### config.mk
export PLATFORM = sky130hd
export DESIGN_NAME = parity_frame_arbiter
export DESIGN_NICKNAME = d
export VERILOG_FILES = /design/src/rtl/parity_frame_arbiter.sv
export SDC_FILE = /design/constraint.sdc
export NUM_CORES = 1
export LEC_CHECK = 0
export ABC_AREA = 1
export CORE_UTILIZATION = 45
export CTS_CLUSTER_DIAMETER = 200
export DETAILED_ROUTE_END_ITERATION = 16
export GPL_TIMING_DRIVEN = 0
export HOLD_SLACK_MARGIN = 0.06
export PLACE_DENSITY = 0.71
export SYNTH_ARGS = -nofsm -noshare
export SYNTH_HDL_FRONTEND = slang
export SYNTH_SLANG_ARGS = --single-unit
export TNS_END_PERCENT = 30
### constraint.sdc
create_clock -name CLK -period 1.3 [get_ports CLK]
set_input_delay 0.195 -clock CLK [delete_from_list [all_inputs] [get_ports CLK]]
set_output_delay 0.195 -clock CLK [all_outputs]
set_load 0.02 [all_outputs]
### src/rtl/parity_frame_arbiter.sv
`default_nettype none
// ============================================================================
//  Module      : parity_frame_arbiter
//  Description : Round-robin arbiter sharing one even-parity generator and one
//                serial transmit line between two 4-bit requesters. The
//                granted nibble is framed as start, 4 data bits (LSB first),
//                even parity and stop, each bit held for BIT_CYCLES clocks.
//  Revision    : 1.0 - initial release
// ============================================================================
module parity_frame_arbiter #(
    parameter int BIT_CYCLES = 4
) (
    input  logic       CLK,
    input  logic       RST_N,
    input  logic       REQ0,
    input  logic [3:0] DAT0,
    input  logic       REQ1,
    input  logic [3:0] DAT1,
    output logic       GNT0,
    output logic       GNT1,
    output logic       TXD,
    output logic       BUSY,
    output logic       SRC,
    output logic       PAR
);

    // Cycle counter must hold 0 .. BIT_CYCLES-1 without wrapping.
    localparam int              c_cnt_w    = $clog2(BIT_CYCLES + 1);
    localparam logic [c_cnt_w-1:0] c_bit_last = c_cnt_w'(BIT_CYCLES - 1);

    typedef enum logic [2:0] {
        S_IDLE   = 3'd0,
        S_START  = 3'd1,
        S_DATA   = 3'd2,
        S_PARITY = 3'd3,
        S_STOP   = 3'd4
    } state_t;

    state_t               r_state;
    logic [c_cnt_w-1:0]   r_cyc;
    logic [1:0]           r_bit;
    logic [3:0]           r_shift;
    logic                 r_par;
    logic                 r_src;
    logic                 r_last;
    logic                 r_txd;
    logic                 r_busy;

    logic                 w_any;
    logic                 w_sel;
    logic [3:0]           w_dat;
    logic                 w_bit_end;

    // Arbitration: a lone requester wins; on a tie the one not served last wins.
    // Grants only exist in IDLE and are suppressed while reset is asserted.
    always_comb begin
        w_any = (r_state == S_IDLE) && RST_N && (REQ0 || REQ1);
        if (REQ0 && REQ1) begin
            w_sel = ~r_last;
        end else begin
            w_sel = REQ1;
        end
        w_dat     = w_sel ? DAT1 : DAT0;
        w_bit_end = (r_cyc == c_bit_last);
    end

    assign GNT0 = w_any & ~w_sel;
    assign GNT1 = w_any &  w_sel;

    // Frame sequencer: captures the granted nibble and drives the registered
    // serial line; TXD is loaded with the level of the state being entered.
    always_ff @(posedge CLK) begin
        if (!RST_N) begin
            r_state <= S_IDLE;
            r_cyc   <= '0;
            r_bit   <= '0;
            r_shift <= '0;
            r_par   <= 1'b0;
            r_src   <= 1'b0;
            r_last  <= 1'b1;
            r_txd   <= 1'b1;
            r_busy  <= 1'b0;
        end else begin
            case (r_state)
                S_IDLE: begin
                    if (w_any) begin
                        r_shift <= w_dat;
                        r_par   <= ^w_dat;
                        r_src   <= w_sel;
                        r_last  <= w_sel;
                        r_cyc   <= '0;
                        r_bit   <= '0;
                        r_txd   <= 1'b0;
                        r_busy  <= 1'b1;
                        r_state <= S_START;
                    end
                end
                S_START: begin
                    if (w_bit_end) begin
                        r_cyc   <= '0;
                        r_txd   <= r_shift[0];
                        r_state <= S_DATA;
                    end else begin
                        r_cyc <= r_cyc + 1'b1;
                    end
                end
                S_DATA: begin
                    if (w_bit_end) begin
                        r_cyc <= '0;
                        if (r_bit == 2'd3) begin
                            r_bit   <= '0;
                            r_txd   <= r_par;
                            r_state <= S_PARITY;
                        end else begin
                            // Next bit is shift[1]; present it as the register shifts.
                            r_bit   <= r_bit + 1'b1;
                            r_shift <= {1'b0, r_shift[3:1]};
                            r_txd   <= r_shift[1];
                        end
                    end else begin
                        r_cyc <= r_cyc + 1'b1;
                    end
                end
                S_PARITY: begin
                    if (w_bit_end) begin
                        r_cyc   <= '0;
                        r_txd   <= 1'b1;
                        r_state <= S_STOP;
                    end else begin
                        r_cyc <= r_cyc + 1'b1;
                    end
                end
                S_STOP: begin
                    if (w_bit_end) begin
                        r_cyc   <= '0;
                        r_txd   <= 1'b1;
                        r_busy  <= 1'b0;
                        r_state <= S_IDLE;
                    end else begin
                        r_cyc <= r_cyc + 1'b1;
                    end
                end
                default: begin
                    r_cyc   <= '0;
                    r_bit   <= '0;
                    r_txd   <= 1'b1;
                    r_busy  <= 1'b0;
                    r_state <= S_IDLE;
                end
            endcase
        end
    end

    assign TXD  = r_txd;
    assign BUSY = r_busy;
    assign SRC  = r_src;
    assign PAR  = r_par;

endmodule
`default_nettype wire

==> results.txt <==
Dividing the synthesized area by the synthesized cell count gives 6.48 um^2. The portion of netlist area occupied by mux cells was 0%; the sum of buffers and inverters on the critical path was 2. After global routing the overflow that remains totals 0. The clock transition at the registers of the reported paths is 100 ps. The final-layout setup total negative slack was -2100 ps; the wire length of the first global-routing pass was 4.40 mm. Setup violations remaining at the end of the flow were counted as 18.

For this configuration, the core starts out at a cell density of 49.4%. Cells fill 70.5% of the core in the end. The signal arrival time at the worst endpoint is 1370 ps, and the via count of the first global-routing pass is 1027.

The biggest area contributor in the post-synthesis netlist is dfxtp_1. For the pin with the worst max-slew slack, the measured transition is 251 ps. The post-route minimum period works out to 1570 ps. After the last flow step, the layout net total stands at 228.

By area, the combinational part of the netlist is dominated by simple AND/OR/NAND/NOR gates. The tools report the gate count of the mapped netlist as 175. The run finished, with violations left. The run gives 1297 as the via total after detailed routing. The post-synth design cell area came out at 0.00113 mm^2. Among cell families on the critical path, the largest total delay comes from flip-flops.

Entering global routing, the biggest net connects 11 pins. The tools report the launch point of the critical path as r_state[0]. Dividing total power by cell area gives a power density of 1840 mW/mm^2. In the global route stage, overall resource usage came out at 21.7%.

The run gives 0 as the number of pins with negative max-slew slack in the final report. Critical path's slowest cell: dfxtp_4. The first routing iteration left 43 violations.

Across the VDD grid, the largest voltage drop is 1.57 mV. The final critical path takes up 120% of the cycle. The design draws 2.99 mW. Post-detailed-routing wire length: 3.20 mm.

The top-level port count was 18. By area the synthesized netlist is led by dfxtp_1 30%, nand2_1 18%, nand3_1 5.7%, nand2_2 5.5%, nor2_1 4.6%. Routability-driven placement finished with a final weighted congestion of 0.800. The clock latency on the worst-skew pair was 300 ps. For the slack of the critical path, the log shows -266 ps. The checks that failed: setup timing.

The worst setup path is of the reg -> out kind. The core region is 0.00230 mm^2. The die height came out at 52.2 um. In this run the critical register-to-register path is launched from r_state[0]. The tree built by TritonCTS fans out to 17 sinks.

Row generation in the floorplan step produced 17 rows. Setup repair after global routing could not meet its margin everywhere. For this run, the number of Yosys warnings is 0. The run gives 0.00273 mm^2 as the area of the die. Dividing the detail-routed wire length by the instance count gives 13.3 um. Global routing used 27.9% of the available met1 tracks.

The depth of the worst register-to-register path came out at 12. Relative to the synthesized area, the layout overhead comes to 42.8%. The longest clock path from root to sink contains 2 buffers. The via density per instance was 5.38; the cts-stage hold buffer count was 0.

The die is 52.2 um wide. The critical path runs through a total of 6 cells. The run gives 36.3% as the met2 usage in global routing. The remaining routing DRC violations came out at 0. The termination of the worst setup path was GNT0. The run gives 0.760 nW as the leakage power. Walking the worst path, the cells encountered are nor2_4, nand2_4, nor3_4, inv_2, a21oi_2, buf_4. Summing the areas of all and, or, nand and nor instances in the mapped netlist gives 46.0% of the synthesized area. The H-tree level count is 1.

Summing the areas of all xor and xnor instances in the mapped netlist gives 0% of the synthesized area. The maximum fanout encountered on the critical timing path was 3. The number of nets handed over by synthesis was 189.

Cells with a size suffix above 1 make up 36.2% of the layout. The remaining number of nets flagged by the antenna check after routing was 0; the flip-flop and latch count after synthesis was 17. In this run the worst hold path is classified as in -> reg. The reg-to-reg critical path endpoint is TXD.

The tools report the kind of end point of the critical path as an output port. Critical path's largest stage delay: 380 ps. The highest-utilization routing layer at the global route stage is met2.

In this run, CTS created clock tree buffers numbering 3. The critical path launch point type was a register. After Yosys synthesis, full adders, half adders and majority gates account for 2.21% of the synthesized area. For this run, global-route usage on met3 was measured as 6.09%. STA puts the critical path data required time at 1110 ps. For the highest achievable clock rate, the log shows 0.638 GHz.

Headroom to the max-slew limit came out at 83.2%. Count of final hold-check violations: 0. The number of library cell types mapped by synthesis is 25.

Once detailed placement completed, the half-perimeter wirelength came to 1.95 mm. The first detailed-routing pass ran for 6 iterations. The logs give 30.0% for the fraction of the yosys area taken by sequential cells and 0 for the number of antenna violations at the first check in global routing.

TritonCTS built the clock tree. The worst setup timing slack at the placement stage came out at -868 ps. The number of antenna diodes in the final layout is 0. The synthesized design devotes to its leading area cell type 30.0% of total area.

Port buffering added 16 buffers. Max-cap violations in this run came to 0. The synthesized netlist devotes 13.6% of its cell area to compound gates.

Across the routed clock network, the largest skew measured is 9.28 ps. For the flop-to-flop setup slack, the log shows -190 ps. The cell sitting at the root of the clock tree is a clkbuf_4.
==> worst min-delay path by stage <==
stage | from | endpoint | slack [ps] | depth (start not counted)
2_1_floorplan | r_cyc[2] | r_cyc[2] | 440 | 2
3_3_place_gp | r_cyc[2] | r_cyc[2] | 450 | 2
5_1_grt | RST_N | r_cyc[2] | 230 | 3
6_report | RST_N | r_state[1] | 220 | 3
3_5_place_dp | r_shift[0] | r_shift[0] | 460 | 2
4_1_cts | RST_N | r_cyc[2] | 210 | 3
==> cell usage after synthesis <==
library cell / count
nand2_1: 55
dfxtp_1: 17
nor2_1: 14
inv_1: 13
nand3_1: 13
nand2_2: 10
a21oi_1: 9
o21ai_0: 9
inv_2: 7
nor2_2: 5
nand3b_1: 4
a21oi_2: 2
ha_1: 2
nand2_4: 2
nand4_1: 2
nor2_4: 2
a21oi_4: 1
buf_2: 1
buf_4: 1
inv_4: 1
nor3_2: 1
o21ai_1: 1
o21ai_2: 1
o21ai_4: 1
or2_2: 1
==> worst register-to-register path, delay by kind of cell, from the launching register on <==
kind	cells	cell delay [ps]
flip-flops	1	380
buffers and inverters	4	350
AND/OR/NAND/NOR	7	590
AO/OA/AOI/OAI	1	70
==> where the power goes <==
part	switching, mW	internal, mW	total (mW)
registers	0.134	0.700	0.834
logic	1.08	0.783	1.87
clock network	0.167	0.120	0.287
total	1.38	1.60	2.99
==> flip-flops by register name (all words and copies together), names as in the netlist <==
register / flops
r_shift: 4
r_cyc: 3
r_state: 3
r_bit: 2
BUSY: 1
PAR: 1
SRC: 1
TXD: 1
r_last: 1
==> layout make-up <==
type                       instances  area [um^2]
multi-input combinational        135          798
fill                             190          677
sequential                        17          353
timing repair buffer              34          302
inverter                          21         91.3
tap                               28         35.0
clock buffer                       4         26.3
buffer                             2         15.0
==> layer usage <==
layer / vias up / share of wire (%)
li1: 638 / -
met1: 594 / 40
met2: 52 / 50
met3: 13 / 6.8
met4: 0 / 2.7
met5: - / 0
==> timing repair <==
action,in CTS,in global routing
buffers inserted,5,14
pin swaps,3,14
resized for setup,30,27
gates cloned,0,0
endpoints found under the setup margin,18,17
==> cell usage in the layout, fill, tap and decap left out <==
cell / n
clkbuf_4: 3
o21ai_2: 1
o21ai_4: 1
nand2_4: 5
nand2_1: 52
dfxtp_2: 1
dlygate4sd2_1: 5
buf_4: 18
dfxtp_4: 3
a21oi_4: 1
inv_6: 1
o21ai_1: 1
nand3b_1: 4
clkdlybuf4s50_1: 8
ha_1: 2
a21oi_1: 7
nor2_4: 8
nand3_2: 1
inv_2: 7
dlymetal6s2s_1: 1
nand4_1: 2
inv_1: 10
nor2_1: 9
or2_2: 1
nor3_4: 1
nand2_8: 1
dfxtp_1: 13
o21ai_0: 9
clkbuf_1: 1
a21oi_2: 4
nor2_2: 4
buf_6: 4
inv_4: 3
nand3_1: 12
nand2_2: 9
==> cell families (layout without fill, tap and decap cells) <==
logic type                 Yosys count  after routing
and+or+nand+nor                    109            109
AOI/OAI and AO/OA                   24             24
buffers and inverters               23             61
DFF                                 17             17
adders and majority gates            2              2
==> through the flow <==
stage | hold WS, ps | instance area (um^2) | cells
after global routing | 229 | 1620 | 241
final | 222 | 1620 | 241
after detailed placement | 456 | 1330 | 219
after CTS | 213 | 1430 | 228
after floorplan | 439 | 1140 | 175
after global placement | 449 | 1330 | 219
(Power assumes the default switching activity.)
